[config.mk]
export PLATFORM = sky130hd
export DESIGN_NAME = critical_request_queue
export DESIGN_NICKNAME = d
export VERILOG_FILES = /design/src/rtl/critical_request_queue.sv
export SDC_FILE = /design/constraint.sdc
export NUM_CORES = 1
export LEC_CHECK = 0
export ABC_AREA = 1
export BUFFER_PORTS_ARGS = -buffer_cell sky130_fd_sc_hd__clkbuf_2
export CAP_MARGIN = 40
export CORE_MARGIN = 5
export CORE_UTILIZATION = 64
export CTS_BUF_LIST = sky130_fd_sc_hd__clkbuf_4
export DETAILED_ROUTE_END_ITERATION = 8
export PLACE_DENSITY = 0.79
export SKIP_LAST_GASP = 1
export SLEW_MARGIN = 20
export SYNTH_ARGS = -nofsm -noshare
export SYNTH_HDL_FRONTEND = slang
export SYNTH_SLANG_ARGS = --single-unit
[constraint.sdc]
create_clock -name clk_in -period 5.8 [get_ports clk_in]
set_clock_uncertainty 0.1 [all_clocks]
set_input_delay 1.16 -clock clk_in [delete_from_list [all_inputs] [get_ports clk_in]]
set_output_delay 1.16 -clock clk_in [all_outputs]
set_load 0.03 [all_outputs]
[src/rtl/critical_request_queue.sv]
// Per-way request buffer: two class FIFOs (critical / normal) feeding one registered
// output slot, with critical-first selection limited by an anti-starvation burst counter.
module critical_request_queue #(
    parameter int SINGLE_REQUEST_WIDTH_IN_BITS = 64,
    parameter int CRITICAL_DEPTH               = 4,
    parameter int NORMAL_DEPTH                 = 8,
    parameter int MAX_CRITICAL_BURST           = 4
) (
    input  logic                                    clk_in,
    input  logic                                    reset_in,
    input  logic [SINGLE_REQUEST_WIDTH_IN_BITS-1:0] request_in,
    input  logic                                    request_valid_in,
    input  logic                                    request_critical_in,
    output logic                                    request_ready_out,
    output logic [$clog2(CRITICAL_DEPTH):0]         critical_count_out,
    output logic [$clog2(NORMAL_DEPTH):0]           normal_count_out,
    output logic [SINGLE_REQUEST_WIDTH_IN_BITS-1:0] request_out,
    output logic                                    request_valid_out,
    output logic                                    request_critical_out,
    input  logic                                    issue_ack_in
);

    localparam int W  = SINGLE_REQUEST_WIDTH_IN_BITS;
    localparam int CP = $clog2(CRITICAL_DEPTH);
    localparam int NP = $clog2(NORMAL_DEPTH);
    localparam int BW = $clog2(MAX_CRITICAL_BURST + 1);

    typedef enum logic {
        SLOT_EMPTY,
        SLOT_HOLD
    } slot_state_t;

    slot_state_t slot_state, slot_state_next;

    logic [W-1:0]  crit_mem [CRITICAL_DEPTH];
    logic [W-1:0]  norm_mem [NORMAL_DEPTH];
    logic [CP-1:0] crit_wr_ptr, crit_rd_ptr;
    logic [NP-1:0] norm_wr_ptr, norm_rd_ptr;
    logic [CP:0]   crit_count;
    logic [NP:0]   norm_count;
    logic [BW-1:0] burst_cnt;

    logic crit_full, crit_empty, norm_full, norm_empty;
    logic crit_push, norm_push, crit_pop, norm_pop;
    logic slot_load, sel_crit;

    // Full/empty come from registered counts, so a pop cannot make room for a same-cycle write.
    assign crit_full  = (crit_count == (CP+1)'(CRITICAL_DEPTH));
    assign norm_full  = (norm_count == (NP+1)'(NORMAL_DEPTH));
    assign crit_empty = (crit_count == '0);
    assign norm_empty = (norm_count == '0);

    assign request_ready_out = ~(request_critical_in ? crit_full : norm_full);
    assign crit_push = request_valid_in & request_ready_out &  request_critical_in;
    assign norm_push = request_valid_in & request_ready_out & ~request_critical_in;

    assign sel_crit = ~crit_empty & ((burst_cnt < BW'(MAX_CRITICAL_BURST)) | norm_empty);
    assign crit_pop = slot_load &  sel_crit;
    assign norm_pop = slot_load & ~sel_crit;

    assign critical_count_out = crit_count;
    assign normal_count_out   = norm_count;
    assign request_valid_out  = (slot_state == SLOT_HOLD);

    always_comb begin
        slot_state_next = slot_state;
        slot_load       = 1'b0;
        case (slot_state)
            SLOT_EMPTY: begin
                if (!crit_empty || !norm_empty) begin
                    slot_load       = 1'b1;
                    slot_state_next = SLOT_HOLD;
                end
            end
            SLOT_HOLD: begin
                if (issue_ack_in) begin
                    if (!crit_empty || !norm_empty) begin
                        slot_load = 1'b1;
                    end else begin
                        slot_state_next = SLOT_EMPTY;
                    end
                end
            end
            default: slot_state_next = SLOT_EMPTY;
        endcase
    end

    always_ff @(posedge clk_in) begin
        if (crit_push) crit_mem[crit_wr_ptr] <= request_in;
        if (norm_push) norm_mem[norm_wr_ptr] <= request_in;
    end

    always_ff @(posedge clk_in or negedge reset_in) begin
        if (!reset_in) begin
            crit_wr_ptr <= '0;
            crit_rd_ptr <= '0;
            crit_count  <= '0;
            norm_wr_ptr <= '0;
            norm_rd_ptr <= '0;
            norm_count  <= '0;
        end else begin
            if (crit_push) crit_wr_ptr <= crit_wr_ptr + 1'b1;
            if (crit_pop)  crit_rd_ptr <= crit_rd_ptr + 1'b1;
            if (norm_push) norm_wr_ptr <= norm_wr_ptr + 1'b1;
            if (norm_pop)  norm_rd_ptr <= norm_rd_ptr + 1'b1;
            case ({crit_push, crit_pop})
                2'b10:   crit_count <= crit_count + 1'b1;
                2'b01:   crit_count <= crit_count - 1'b1;
                default: crit_count <= crit_count;
            endcase
            case ({norm_push, norm_pop})
                2'b10:   norm_count <= norm_count + 1'b1;
                2'b01:   norm_count <= norm_count - 1'b1;
                default: norm_count <= norm_count;
            endcase
        end
    end

    // Burst counter only grows while normal traffic is actually being held back.
    always_ff @(posedge clk_in or negedge reset_in) begin
        if (!reset_in) begin
            slot_state           <= SLOT_EMPTY;
            request_out          <= '0;
            request_critical_out <= 1'b0;
            burst_cnt            <= '0;
        end else begin
            slot_state <= slot_state_next;
            if (slot_load) begin
                request_out          <= sel_crit ? crit_mem[crit_rd_ptr] : norm_mem[norm_rd_ptr];
                request_critical_out <= sel_crit;
                burst_cnt            <= (sel_crit && !norm_empty) ? burst_cnt + 1'b1 : '0;
            end
        end
    end

endmodule

== Word level (Yosys, flattened, before mapping) ==
Memory sizes are Yosys's and may differ from the RTL's.
Index checks and enable logic that the tools add are counted.

* Bits in writable memories: 768
* Bits of input ports: 69
* Memories: 2
* Register bits: 86
* Word-level logic and storage cells: 62

{| class="wikitable"
|+ Memories
! name !! depth !! bits a word !! read ports !! clocked after Yosys merged registers in !! wr ports !! line !! text
|-
| norm_mem || 8 || 64 || 1 || 0 || 1 || 36 || <nowiki>logic [W-1:0] norm_mem [NORMAL_DEPTH];</nowiki>
|-
| crit_mem || 4 || 64 || 1 || 0 || 1 || 35 || <nowiki>logic [W-1:0] crit_mem [CRITICAL_DEPTH];</nowiki>
|}

* Order comparisons: 1
* Reductions and logical operators: 8
* Equal/unequal tests: 6
* Add/sub/neg operators: 9
* Bitwise gates (word level): 12
* Mux-type cells: 14

{| class="wikitable"
|+ Operators by type and width
! operator !! number
|-
| $mux 64 || 1
|-
| $add 3x1->3 const B || 4
|-
| $mux 1 || 8
|-
| $pmux 4 s2 || 1
|-
| $and 1x1->1 || 6
|-
| $pmux 3 s2 || 1
|-
| $not 1->1 || 5
|-
| $add 2x1->2 const B || 2
|-
| $add 4x1->4 const B || 1
|-
| $eq 2x1->1 const B || 2
|-
| $eq 2x2->1 const B || 2
|-
| $eq 4x4->1 const B || 1
|-
| $logic_not 4->1 || 1
|-
| $pmux 1 s2 || 2
|-
| $reduce_bool 2->1 || 2
|-
| $sub 4x1->4 const B || 1
|-
| $eq 3x3->1 const B || 1
|-
| $logic_not 3->1 || 1
|-
| $lt 3x3->1 const B || 1
|-
| $mux 3 || 1
|-
| $sub 3x1->3 const B || 1
|-
| $logic_not 1->1 || 2
|-
| $logic_and 1x1->1 || 1
|-
| $logic_or 1x1->1 || 1
|-
| $or 1x1->1 || 1
|}

== Logic depth before layout (Yosys ltp) ==
* Word-level depth: 9
* Depth in mapped cells: 14
* Gate-level depth less buffers: 13

== Worst setup path after synthesis ==
OpenSTA, ideal clock, no wires.

* Path kind: input to register
* From: in request_critical_in
* To: mem norm_mem[0][0] (netlist bit), enable pin
* Required time: 5214 ps
* Stages on the path: 4
* Path slack: 791 ps
* Setup time: 486 ps
* Buffers on the path: 0
* Arrival time: 4423 ps
* Cell sequence: inv_1 nand3_1 or2_2 nor2_1

* Word-level cells in the longest chain between the ends: 6

{| class="wikitable"
|+ RTL lines
! what !! line !! text
|-
| start, declared || 13 || <nowiki>input logic request_critical_in,</nowiki>
|-
| $mux 1 || 53 || <nowiki>assign request_ready_out = ~(request_critical_in ? crit_full : norm_full);</nowiki>
|-
| $not 1->1 || 53 ||
|-
| $and 1x1->1 || 55 || <nowiki>assign norm_push = request_valid_in & request_ready_out & ~request_critical_in;</nowiki>
|-
| $and 1x1->1 (*) || 55 ||
|-
| $mux 1 (*) || 90 || <nowiki>if (norm_push) norm_mem[norm_wr_ptr] <= request_in;</nowiki>
|-
| $mux 1 (implied by the code) (*) || 90 ||
|-
| end, declared || 36 ||
|}

Every way passes the cells marked *; elsewhere a longest branch is shown, timed or not.

== Final worst setup path ==
* From: reg norm_count[1] (netlist: normal_count_out[1])
* To: out request_ready_out

* Word-level cells in the longest chain between the ends: 3

{| class="wikitable"
|+ RTL lines
! what !! line !! text
|-
| start, declared || 40 || <nowiki>logic [NP:0] norm_count;</nowiki>
|-
| start signal, assigned || 112 || <nowiki>2'b10: norm_count <= norm_count + 1'b1;</nowiki>
|-
| start signal, assigned || 113 || <nowiki>2'b01: norm_count <= norm_count - 1'b1;</nowiki>
|-
| start signal, assigned || 114 || <nowiki>default: norm_count <= norm_count;</nowiki>
|-
| $eq 4x4->1 || 49 || <nowiki>assign norm_full = (norm_count == (NP+1)'(NORMAL_DEPTH));</nowiki>
|-
| $mux 1 || 53 ||
|-
| $not 1->1 || 53 ||
|-
| end, declared || 14 || <nowiki>output logic request_ready_out,</nowiki>
|}

Every way passes these cells.

==> metrics.cfg <==
[status]
status = completed

[global_route]
grt_use_total_pct = 27.80
grt_pass1_wl_um = 128900
antenna_found_initial = 3
grt-ovfl-total = 0
grt_pass1_vias = 24770
grt_max_degree = 120

[final_layout]
drive_gt1_share_pct = 15.13
area_growth_pct = 12.70
num-nets-final = 3558
fin_area_mm2 = 0.03934

[floorplanning]
die_w_um = 243.5
core_area_mm2 = 0.05392
dieArea_mm2 = 0.05931
rows = 85
initial_core_util_pct = 64.73
die_y_um = 243.5
io_pins = 143

[setup_path]
r2r_start = normal_count_out[2]
required_ns = 4.54
r2r-end = crit_mem[2][55]
cp_max_fo = 5
startpoint_type = flip-flop
worstSetupPathType = flip-flop to output port
r2r_slack_ns = 2.77
critPathSlowestCell = dfrtp_1
cp-end-kind = output port
cpPeakStageDelay_ns = 0.44
critical_path.top_delay_family = flip-flops
critPathBufInv = 1
crit_chain = nor2_2, nand4_1, o21a_1, clkbuf_2
crit_arrival_ns = 2.17
r2r_cells = 5

[clock_tree]
cts-buffers-inserted = 202
cts_resized = 0
cts_tree = built
cts.sinks = 854
clk_pin_slew_ns = 0.07
post-cts-setup-buffers = 0
clkLatencyLatePin_ns = 1.06
clk_root_buffer_cell = clkbuf_4
ctsHoldBuffers = 1
cts_max_level = 4
cts_buffer_depth = 3

[drt]
vias = 24380
first_pass_iters = 5
drt_iter0_markers = 2503
viasPerCell = 5.603
antenna_left = 0
post_drt_wl_per_cell_um = 18.92
routed_wl_um = 82340
drc = 0

[synth]
syn_area_mm2 = 0.03490
synth_area_leader_cell = edfxtp_1
ys.flop_type = edfxtp_1
synth_nets = 3321
avgSynthCellArea_um2 = 10.77
synth.most_common_cell = nand2_1
yosysTopAreaCellShare_pct = 66.07
ys_seq_elements = 854
synth_edf_count = 768
synth_commonest_cells = 1,449 x nand2_1, 768 x edfxtp_1, 298 x nor2_1, 151 x o21ai_0, 149 x inv_1
ys_top_cells_by_area = edfxtp_1 66%, nand2_1 16%, dfrtp_1 6.2%, nor2_1 3.2%, o21ai_0 2.2%
syn_inst = 3240
ys_warn_count = 0
synth.distinct_cells = 27
async_flop_share_pct = 10.07
ys_seq_area_share_pct = 72.24

[sta]
finalSetupViolCount = 0
period_minus_slack_ns = 3.426
finalCritPeriodShare_pct = 59.07
fin_hold_ws_ns = 0.3432
fin_tns_setup_ns = 0
fmax_ghz = 0.2919
tightest_slew_ns = 0.8046
rsz0062_at_grt = false
slew_viol_final = 0
finalHoldViolCount = 0
slew-limit-headroom_pct = 46.23

[min_path]
hold_start = request_in[24]
hold_class = primary input to flip-flop
worst_hold_path.endpoint = norm_mem[0][24]
hold_depth = 1

[placed_design]
dpl.hpwl_um = 44850
io_buffers = 142
place_area_mm2 = 0.03656
gp_congestion = 0.7921

[power_and_ir_drop]
vdd_ir_drop_max_uv = 340.9
power.density_mw_per_mm2 = 491.4
power_mw = 19.33
p_leak_nw = 16.43

[job]
maxCapViolations = 0

-- how the worst max path moves through the flow --
| stage | from | to | depth (start not counted) |
|---|---|---|---|
| final | normal_count_out[1] | request_ready_out | 4 |
| after global routing | normal_count_out[1] | request_ready_out | 4 |
| after CTS | normal_count_out[1] | request_ready_out | 4 |
| after detailed placement | request_critical_in | crit_mem[2][39] | 6 |
| after global placement | request_critical_in | crit_mem[2][39] | 6 |
| after floorplan | request_critical_in | norm_mem[0][0] | 4 |
-- per-layer routing --
layer  part of all wire, %  global-route usage (%)
met2                    49                   46.64
met1                    38                   35.76
met3                    10                   6.730
met4                   2.2                   10.49
met5                 0.019                       0
-- stage by stage --
stage / setup slack, ns / util [%] / instances
after floorplan: 0.7908 / - / 3240
after global placement: 2.056 / 67.08 / 3949
after detailed placement: 2.006 / 67.81 / 3965
after CTS: 2.293 / 72.77 / 4342
after global routing: 2.270 / 72.93 / 4346
final: 2.374 / 72.96 / 4351
-- kinds of logic after synthesis --
logic type	count (synthesis)	share of synthesized area, %
simple gates	1840	20.15
flops	854	72.24
buf+inv	311	3.814
compound gates	212	3.072
fa+ha+maj	12	0.4517
xor+xnor	11	0.2760
-- flip-flops by register name (all words and copies together) (netlist names) --
register	cells
critical_count_out	3
request_critical_out	1
burst_cnt	3
crit_rd_ptr	2
request_out	64
request_valid_out	1
norm_mem	512
norm_wr_ptr	3
normal_count_out	4
norm_rd_ptr	3
crit_wr_ptr	2
crit_mem	256
-- power by group --
| group | switching (mW) | leakage, nW | internal (mW) |
|---|---|---|---|
| Clock | 2.30 | 1.60 | 2.58 |
| Sequential | 0.464 | 7.99 | 7.48 |
| Combinational | 4.69 | 6.84 | 1.82 |
-- cells in the final DEF, fill, tap and decap left out --
cell,n
fa_1,1
a21oi_2,1
ha_1,11
clkinvlp_4,1
a21oi_1,2
o21ai_0,151
inv_4,1
nor2_2,1
inv_2,6
buf_16,14
diode_2,6
buf_4,27
nand2_2,1
dfrtp_4,3
bufinv_16,2
or2_2,1
clkbuf_4,318
inv_6,2
clkinv_2,6
dfrtp_2,2
nand2_1,1449
nand3_4,1
o21a_1,1
inv_1,146
dfrtp_1,81
xnor2_1,3
clkbuf_2,141
clkinv_1,45
nor2_1,286
nor2_4,14
dlygate4sd3_1,1
xor2_1,8
o22ai_1,4
buf_12,10
nand3_1,84
o21ai_1,53
nand4_1,3
edfxtp_1,768
-- final cells by class --
| cell class | count | area [µm²] |
|---|---|---|
| inverter | 151 | 580.6 |
| fill | 3471 | 14580 |
| timing repair buffer | 193 | 1504 |
| multi-input combinational | 2075 | 8472 |
| tap | 696 | 870.8 |
| clock buffer | 318 | 2387 |
| antenna | 6 | 15.01 |
| clock inverter | 58 | 280.3 |
| sequential | 854 | 25230 |
(Power assumes the default switching activity.)
